<file path="config.mk">
export PLATFORM = sky130hd
export DESIGN_NAME = clk_div_prog
export DESIGN_NICKNAME = d
export VERILOG_FILES = /design/src/rtl/clk_div_prog.sv
export SDC_FILE = /design/constraint.sdc
export NUM_CORES = 1
export LEC_CHECK = 0
export CAP_MARGIN = 20
export CORE_UTILIZATION = 48
export DETAILED_ROUTE_END_ITERATION = 6
export PLACE_DENSITY_LB_ADDON = 0.08
export SYNTH_ARGS = -nofsm -noshare
export SYNTH_HDL_FRONTEND = slang
export SYNTH_SLANG_ARGS = --single-unit
</file>
<file path="constraint.sdc">
create_clock -name clk_in -period 3.8 [get_ports clk_in]
set_clock_uncertainty 0.1 [all_clocks]
set_input_delay 0.76 -clock clk_in [delete_from_list [all_inputs] [get_ports clk_in]]
set_output_delay 0.76 -clock clk_in [all_outputs]
set_load 0.02 [all_outputs]
</file>
<file path="src/rtl/clk_div_prog.sv">
// Runtime-programmable clock divider: period/high-time registers reloaded only at
// period boundaries (or while idle), with a start-of-period tick strobe.
module clk_div_prog #(
  parameter int unsigned      WIDTH        = 16,
  parameter logic [WIDTH-1:0] DEFAULT_DIV  = 16'd5999,
  parameter logic [WIDTH-1:0] DEFAULT_HIGH = 16'd3000
) (
  input  logic             clk_in,
  input  logic             rst_n,
  input  logic             en,
  input  logic [WIDTH-1:0] div_in,
  input  logic [WIDTH-1:0] high_in,
  input  logic             load,
  output logic             load_ack,
  output logic             clk_out,
  output logic             tick
);

  localparam logic [WIDTH-1:0] ONE      = WIDTH'(1);
  localparam logic [WIDTH-1:0] RST_DIV  = (DEFAULT_DIV == '0) ? ONE : DEFAULT_DIV;
  localparam logic [WIDTH-1:0] RST_HIGH = (DEFAULT_HIGH == '0)     ? ONE :
                                          (DEFAULT_HIGH > RST_DIV) ? RST_DIV : DEFAULT_HIGH;

  typedef enum logic {S_IDLE, S_RUN} state_t;

  state_t           r_state, w_state_nxt;
  logic [WIDTH-1:0] r_cnt, r_div_act, r_high_act, r_pdiv, r_phigh;
  logic             r_pending, r_clk, r_tick, r_ack;

  logic [WIDTH-1:0] w_div_cl, w_high_cl, w_div_new, w_high_new, w_cnt_nxt;
  logic             w_wrap, w_apply, w_clk_nxt, w_tick_nxt;

  // State register
  always_ff @(posedge clk_in or negedge rst_n) begin
    if (!rst_n) r_state <= S_IDLE;
    else        r_state <= w_state_nxt;
  end

  // Next-state logic: en alone decides between running and idle
  always_comb begin
    w_state_nxt = r_state;
    case (r_state)
      S_IDLE:  if (en)  w_state_nxt = S_RUN;
      S_RUN:   if (!en) w_state_nxt = S_IDLE;
      default: w_state_nxt = S_IDLE;
    endcase
  end

  // high > div is the overflow-free form of high >= div+1
  always_comb begin
    w_div_cl  = (r_pdiv == '0) ? ONE : r_pdiv;
    w_high_cl = (r_phigh == '0)      ? ONE :
                (r_phigh > w_div_cl) ? w_div_cl : r_phigh;
  end

  always_comb begin
    w_wrap     = (r_cnt == r_div_act);
    w_apply    = r_pending && ((r_state == S_IDLE) || (en && w_wrap));
    w_div_new  = w_apply ? w_div_cl  : r_div_act;
    w_high_new = w_apply ? w_high_cl : r_high_act;
    w_cnt_nxt  = '0;
    w_clk_nxt  = 1'b0;
    w_tick_nxt = 1'b0;
    if (en) begin
      if (r_state == S_RUN) begin
        w_cnt_nxt  = w_wrap ? '0 : r_cnt + ONE;
        w_clk_nxt  = (w_cnt_nxt < w_high_new);
        w_tick_nxt = w_wrap;
      end else begin
        w_clk_nxt  = 1'b1;
        w_tick_nxt = 1'b1;
      end
    end
  end

  always_ff @(posedge clk_in or negedge rst_n) begin
    if (!rst_n) begin
      r_cnt      <= '0;
      r_clk      <= 1'b0;
      r_tick     <= 1'b0;
      r_ack      <= 1'b0;
      r_pending  <= 1'b0;
      r_pdiv     <= '0;
      r_phigh    <= '0;
      r_div_act  <= RST_DIV;
      r_high_act <= RST_HIGH;
    end else begin
      r_cnt      <= w_cnt_nxt;
      r_clk      <= w_clk_nxt;
      r_tick     <= w_tick_nxt;
      r_ack      <= w_apply;
      r_div_act  <= w_div_new;
      r_high_act <= w_high_new;
      // A load on the apply edge is kept for the following boundary
      r_pending  <= load | (r_pending & ~w_apply);
      if (load) begin
        r_pdiv  <= div_in;
        r_phigh <= high_in;
      end
    end
  end

  // Outputs straight from registers
  always_comb begin
    clk_out  = r_clk;
    tick     = r_tick;
    load_ack = r_ack;
  end

endmodule

</file>
==> results.py <==
metrics = {
    "synthesis": {
        "ys_warn_count": 0,
        "synthAdderAreaFrac": 0.0843,
        "synth_top_family_by_area": "compound AO/OA/AOI/OAI gates",
        "synth_cell_types": 51,
        "synthMuxAreaShare": 0.115,
        "seq_area_frac_synth": 0.452,
        "synth_edf_count": 0,
        "synth-seq-cells": 85,
        "synth_xor_area_frac": 0.0553,
        "synth_ff_type": "dfrtp_1",
        "synth_area_um2": 4750,
        "synth_compound_area_frac": 0.141,
        "async_reset_ff_frac": 1.00,
        "synth_cells": 431,
        "synthSimpleGateAreaFrac": 0.118,
        "syn_area_per_cell_um2": 11.0,
        "syn-num-nets": 499,
    },
    "global_routing": {
        "use_met2": 0.408,
        "grt_pass1_vias": 3752,
        "grt_usage": 0.250,
        "grt_overflow": 0,
        "grtUsageMet3": 0.0324,
        "antenna_found_initial": 0,
        "grt_pass1_wl_mm": 19.4,
        "use_met1": 0.355,
        "grt_busiest_layer": "met2",
        "grt_max_degree": 65,
    },
    "final_layout": {
        "nNetsFinal": 592,
        "n_antenna_cell": 0,
        "area_growth_syn_to_layout_pct": 29.2,
        "drive_above_1_share": 0.310,
        "layout_common_cells": "dfrtp_1, buf_4, clkdlybuf4s50_1, nor2_1, ha_1",
        "fillers": 762,
        "stdcell_area_um2": 6140,
        "fin_util": 0.652,
        "layout_commonest_cell": "dfrtp_1",
    },
    "critical_path": {
        "startpoint_type": "register",
        "crit_type": "reg -> reg",
        "cp.arrival_ns": 4.01,
        "critical_path_required_ns": 3.96,
        "critPathMaxFanout": 6,
        "worstSetupEndpointType": "register",
    },
    "route": {
        "drc": 0,
        "firstDrtPassIters": 4,
        "first_iter_violations": 161,
        "vias": 3604,
        "viasPerCell": 5.48,
        "postRouteAntennaNets": 0,
        "wl_per_cell_um": 17.8,
        "drt-total-wl_mm": 11.7,
    },
    "clock_tree": {
        "hold_buffers": 0,
        "cts_max_path_buffers": 2,
        "clock_sinks": 85,
        "clkLatencyLatePin_ns": 0.35,
        "clk_pin_slew_ns": 0.09,
        "h-tree-depth": 3,
        "cts_buffers": 9,
        "cts_root_buf": "clkbuf_8",
        "cts_tree": "built",
    },
    "timing": {
        "min_period_ns": 3.85,
        "slew_violations": 0,
        "setup_ws_ns": -0.0491,
        "hold_viol_final": 0,
        "fin_setup_tns_ns": -0.0491,
        "worst_pin_slew_ns": 0.847,
        "fin_crit_sh": 1.01,
        "rsz0062_at_grt": "true",
        "fmax_ghz": 0.260,
        "slew_headroom": 0.435,
        "setup_viol": 1,
    },
    "power_and_ir_drop": {
        "total_leakage_power_nw": 2.69,
        "ir_drop_mv": 0.239,
        "power_density_nw_per_um2": 417,
        "p_total_mw": 2.56,
    },
    "status": {
        "violations": "setup timing",
        "status": "finished with violations",
    },
    "floorplanning": {
        "initial_core_util": 0.505,
        "rows": 35,
        "coreArea_um2": 9420,
        "fp.dieW_um": 101,
        "dieArea_um2": 10300,
        "io_pins": 39,
        "die_y_um": 101,
    },
    "placed_design": {
        "dpl.hpwl_mm": 8.71,
        "placed_cell_area_um2": 5650,
        "pre_cts_ws_ns": -0.207,
        "io_buffers": 38,
        "globalplace.congestion": 0.931,
    },
    "run": {
        "cap_viol_max_count": 0,
    },
    "worst_hold_path": {
        "min-delay-path-class": "in -> async",
    },
}
## sequential cells by signal, summed over array words and instances, names as in the netlist
signal	flops
r_pdiv	16
r_cnt	16
load_ack	1
r_state	1
tick	1
r_pending	1
clk_out	1
r_div_act	16
r_phigh	16
r_high_act	16
## cells by family after synthesis
kind of cell             Yosys count
AO/OA/AOI/OAI                     90
XOR/XNOR                          30
adder cells (fa/ha/maj)           32
buffers and inverters             36
flip-flops                        85
multiplexers                      47
AND/OR/NAND/NOR                  111
## cell usage after synthesis (3+ instances only)
master     count  area share
clkbuf_1       9      0.0071
o2bb2ai_1     15       0.028
mux2_1         7       0.017
dfstp_2       17       0.094
ha_1          32       0.084
nand2_1       27       0.021
nor3_1         3      0.0032
o211a_1        3      0.0063
nand3_1        7      0.0074
inv_1         19       0.015
mux2i_1       15       0.032
a21o_1         4      0.0063
dfrtp_1       68        0.36
a2bb2oi_1     15       0.028
buf_1          3      0.0024
o21ai_0       25       0.026
nand4_1       12       0.016
nor2_1        35       0.028
nor4_1         7      0.0092
mux2_4         9       0.028
xor2_1         8       0.015
a21oi_1       11       0.012
o21a_1         3      0.0047
nor2b_1        6      0.0079
xnor2_1       22       0.041
mux2_2        16       0.038
## cell type report
type / count / area (µm²) / share of cell area
multi-input cells: 310 / 2660 / 0.433
flip-flops and latches: 85 / 2150 / 0.350
repair buffers: 98 / 881 / 0.143
well taps: 129 / 161 / 0.0263
clock buffers: 12 / 155 / 0.0253
inverters: 20 / 80.1 / 0.0130
clock inverters: 4 / 55.1 / 0.00897
## power by group
group	switching, mW	internal (mW)
clock	0.333	0.344
sequential	0.0862	1.03
combinational	0.336	0.423
## worst max-delay path, stage by stage (launching register included)
cell	delay [ns]
dfrtp_1	0.40
nor4_2	0.33
a41o_1	0.25
ha_2	0.18
nor2b_1	0.05
o211a_1	0.25
o21ai_2	0.18
a31oi_4	0.14
buf_6	0.16
buf_16	0.14
mux2i_2	0.15
a2bb2oi_1	0.15
ha_2	0.18
a21o_1	0.16
a21o_1	0.17
a21o_1	0.18
a2111oi_4	0.30
o21ai_1	0.10
a211oi_2	0.21
## metal layers
metal / wire, µm / share of wire
met1: 5680 / 0.49
met2: 5570 / 0.48
met3: 369 / 0.032
met4: 79 / 0.0067
met5: 0 / 0
## what timing repair did
action | 4_1_cts | 5_1_grt
gates resized for setup | 44 | 2
pin swaps | 28 | 0
setup buffers | 5 | 0
hold endpoints to repair | 0 | 0
setup endpoints to repair | 1 | 1
gates cloned | 1 | 0
## metrics by stage
stage                     cells  hold slack [ns]
after floorplan             431            0.357
after global placement      637            0.371
after detailed placement    637            0.373
after CTS                   658            0.389
after global routing        658            0.395
final                       658            0.377
## final timing paths
path                                    startpoint                  endpoint  slack (ns)  cells past startpoint
min                                          rst_n        r_cnt[5]$_DFF_PN0_        0.38                      1
max                          r_pdiv[4]$_DFFE_PN0P_         clk_out$_DFF_PN0_       -0.05                     18
min in group clk_in        r_high_act[9]$_DFF_PN1_   r_high_act[9]$_DFF_PN1_        0.39                      1
max reg2reg                  r_pdiv[4]$_DFFE_PN0P_         clk_out$_DFF_PN0_       -0.05                     18
max in group asynchronous                    rst_n  r_div_act[8]$_DFFE_PN1P_        2.44                      2
min reg2reg                r_high_act[9]$_DFF_PN1_   r_high_act[9]$_DFF_PN1_        0.39                      1
Note: power is estimated with default switching activity, not from simulation.
==> edit 1: new RTL, same flow settings <==
`WIDTH`: 16 -> 32.
--- a/src/rtl/clk_div_prog.sv
+++ b/src/rtl/clk_div_prog.sv
@@ -2,5 +2,5 @@
 // period boundaries (or while idle), with a start-of-period tick strobe.
 module clk_div_prog #(
-  parameter int unsigned      WIDTH        = 16,
+  parameter int unsigned      WIDTH        = 32,
   parameter logic [WIDTH-1:0] DEFAULT_DIV  = 16'd5999,
   parameter logic [WIDTH-1:0] DEFAULT_HIGH = 16'd3000
Interface: changed (resized div_in and high_in); port bits go from 39 to 71. The function was not compared with the original's and may differ.
==> edit 1 against the unedited design <==
The run ends with DRC, setup timing left. Synthesized area up 89%. Routed wire length grew 120%. Sequential cell count increased by 80. Power is 120% higher. Sequential share of layout area is 1.3 points lower. Synthesized cell count rose by 120%. Sequential power up 88%. Design area increased by 100%. Setup slack lost 610 ps.
==> edit 1: results (changes against the unedited design) <==
pin count of the biggest net entering global routing 61 (-6.2%); failing checks DRC, setup timing; Largest stage delay, worst path 530 ps (+130 ps); final setup margin -659 ps (-610 ps); Yosys cell types 50 (-2.0%); met1 WL 12800 um (+130%); Critical Path AT 4670 ps (+660 ps); Peak VDD IR 304 uV (+27%); final WL 25900 um (+120%); global-route wire length before repair 41900 um (+120%); Lkg Pwr 0.00543 uW (+100%); number of global-route vias before repair 7763 (+110%); dpl hpwl 18500 um (+110%); DRC 1 (+1); DR WL met2 11100 um (+99%); post-CTS setup buffer count 37 (+32); Total Routing Usage GR 28.3% (+3.3 points); Slew HR 49.0% (+5.5 points); run status complete, but fails checks; WL/cell 18.3 um (+3.0%); dpl cells 1344 (+110%); detailed router's first-iteration violation count 438 (+170%); Area after DPL 0.0110 sq mm (+94%); Mapped Nets 1087 (+120%); IO Port Bufs 70 (+84%); final setup fails 1 (unchanged)
## edit 1: changes by cell type after synthesis, sizes merged, moves of 29 or more
| cell | delta |
|---|---|
| o21a | +29 |
| a21oi | +75 |
| nand2 | +88 |
| ha | +32 |
| dfrtp | +80 |
| o21ai | +82 |
## edit 1: routing by layer
| metal | GRT usage [%] | vias up |
|---|---|---|
| met5 | 0 | - |
| met4 | 9.47 | 0 |
| met3 | 4.80 | 38 |
| met2 | 40.5 | 236 |
| met1 | 43.3 | 3789 |
| li1 | - | 3816 |
## edit 1: power breakdown
part | switching, uW | total [uW] | internal [uW]
clock | 723 | 1940 | 1220
sequential | 126 | 2110 | 1980
combinational | 743 | 1520 | 774
total | 1590 | 5570 | 3980
## edit 1: worst paths after layout
kind	startpoint	end	slack, ps	cells after the start
worst max-delay path	r_pdiv[11]	clk_out	-660	21
worst min-delay path	rst_n	r_cnt[27]	190	1
worst max register to register	r_pdiv[11]	clk_out	-660	21
worst min register to register	r_high_act[16]	r_high_act[16]	370	2
max in group asynchronous	rst_n	r_phigh[0]	2620	2
min in group clk_in	r_high_act[16]	r_high_act[16]	370	2
## edit 1: layout make-up
class                   count  area, sq um
clock buffers              20          467
well taps                 229          287
flip-flops and latches    165         4150
clock inverters            11          196
repair buffers            246         2240
fillers                  1425         5830
multi-input cells         706         4830
inverters                  37          139
## edit 1: cell families (layout without fill, tap and decap cells)
| group | after synthesis | count (layout) | synth area share, % |
|---|---|---|---|
| simple gates | 300 | 300 | 15.8 |
| compound gates | 248 | 248 | 15.5 |
| flops | 165 | 165 | 46.1 |
| buf+inv | 84 | 314 | 3.60 |
| fa+ha+maj | 64 | 64 | 8.90 |
| xor+xnor | 62 | 62 | 6.04 |
| mux | 32 | 32 | 4.01 |
==> edit 2: new RTL, same flow settings <==
Made on the original files. Reset style: synchronous (`rst_n`), changed in 2 clocked blocks.
--- a/src/rtl/clk_div_prog.sv
+++ b/src/rtl/clk_div_prog.sv
@@ -32,5 +32,5 @@
 
   // State register
-  always_ff @(posedge clk_in or negedge rst_n) begin
+  always_ff @(posedge clk_in) begin
     if (!rst_n) r_state <= S_IDLE;
     else        r_state <= w_state_nxt;
@@ -74,5 +74,5 @@
   end
 
-  always_ff @(posedge clk_in or negedge rst_n) begin
+  always_ff @(posedge clk_in) begin
     if (!rst_n) begin
       r_cnt      <= '0;
Behaviour: differs if rst_n is asserted again (counterexample within 4 cycles, from zero or initial values and one cycle with rst_n low); with rst_n held inactive, the same outputs for 10 cycles.
==> edit 2 against the unedited design <==
Sequential cell count is the same. Global-route usage grew 0.58 points. Routed wire length shrank 0.43%. Largest cell class unchanged. The run still ends with setup timing left. Synthesized area shrank 6.4%. Design area shrank 7.3%. Setup slack lost 24 ps. Power shrank 15%. Via count grew 4.4%. Hold slack lost 2.2 ps. Sequential share of layout area shrank 4.8 points. Critical endpoint is now clk_out.
==> edit 2: results (changes against the unedited design) <==
run status complete, but fails checks; failing checks setup timing; number of global-route vias before repair 3796 (+1.2%); Mapped Nets 542 (+8.6%); GPL Wtd Cong 0.902 (-3.1%); slowest CP cell a2111o_1; pin count of the biggest net entering global routing 48 (-26%); dpl hpwl 8760 um (+0.53%); final setup fails 1 (unchanged); Non-clock buffer share 15.5% (+1.1 points); Total Routing Usage GR 25.6% (+0.58 points); DRT Pass-1 Iters 6 (+2); Non-Clock Inverter Count 21 (+5.0%); Critical Path AT 4020 ps (about the same); final WL 11700 um (-0.43%); M1 GR Usage 32.8% (-2.7 points); Finished Layout Cells 669 (+1.7%); register area share after synthesis 38.3% (-6.9 points); largest fanout on the critical path 7 (+1); Peak VDD IR 245 uV (+2.4%); Syn Area/Cell 9.38 sq um (-15%); post-cts repair resize count 11 (-75%); post-CTS setup buffer count 3 (-2); most frequent cells after synthesis dfxtp_1 (85), nor2_1 (73), nand2_1 (36), mux2i_1 (33), ha_1 (32); xor-xnor portion of the synthesized cell area 5.91% (+0.38 points); sw power 589 uW (-22%); clock-cell share of area 3.96% (+0.53 points); top post-synthesis cells by area dfxtp_1 (38%), ha_1 (9.0%), mux2i_1 (7.4%), nor2_1 (6.2%), xnor2_1 (4.1%); Clk pwr share 33.4% (+6.9 points); Clock buffer cells 11 (-1); ys async rst share 0% (-100 points); mux contribution to synthesized area 12.0% (+0.53 points); DR vias/cell 5.62 (+2.6%); met2 usage 43.9% (+3.1 points); detailed router's first-iteration violation count 162 (+0.62%); Adder-Cell Fraction of Synth Area 9.01% (+0.58 points); antenna cells 0 (unchanged); Lkg Pwr 0.00246 uW (-8.6%); Nets 624 (+5.4%); DR WL met2 5640 um (+1.2%); post-synthesis compound-gate area fraction 14.6% (+0.52 points); multi-input logic area 0.00265 sq mm (-0.19%); global-route wire length before repair 19000 um (-1.7%); fraction of layout cells with a size suffix above 1 23.2% (-7.8 points); Filler Cell Count 764 (+0.26%); Post-synth top flop dfxtp_1; r2r startpoint r_pdiv[3]; dpl cells 649 (+1.9%); Hold Path Class reg2reg; combinational power 486 uW (-36%); Yosys cell types 48 (-5.9%); Reg2Reg Depth 17 (-1); Multi-In Gates 344 (+11%); IO Port Bufs 38 (unchanged); Critical R2R Capture clk_out; met3 wire length 363 um (-1.6%); final setup margin -73.2 ps (-24.1 ps); register area 0.00172 sq mm (-20%); actual slew at the worst max-slew pin 993 ps (+146 ps); GRT met3 Usage 4.01% (+0.76 points)
edit 2: changes by cell type in the layout (fill, tap and decap cells not counted), sizes merged, moves of 7 or more:
cell and delta:
dfxtp +85, dfrtp -68, nor2 +38, o21ai -23, mux2i +18, dfstp -17
mux2 -17, a2bb2oi -15, o2bb2ai -15, a22oi +14, nand2 +9, o211ai +9
a221o +8, a32o +7
edit 2: stage by stage:
stage               setup slack [ps]  hold slack (ps)  area, sq um
floorplan                       4.24              345         4480
global placement                -131              353         5330
detailed placement              -217              358         5330
CTS                            -91.3              375         5670
global route                    -272              384         5690
finish                         -73.2              375         5690
edit 2: worst max path at each step:
stage                    start  endpoint  slack (ps)  cells after the start
global placement     r_pdiv[5]   clk_out        -130                     17
finish               r_pdiv[3]   clk_out         -70                     17
CTS                  r_pdiv[3]   clk_out         -90                     18
global route         r_pdiv[3]   clk_out        -270                     18
detailed placement   r_pdiv[1]   clk_out        -220                     17
floorplan           r_pdiv[13]   clk_out           4                     17
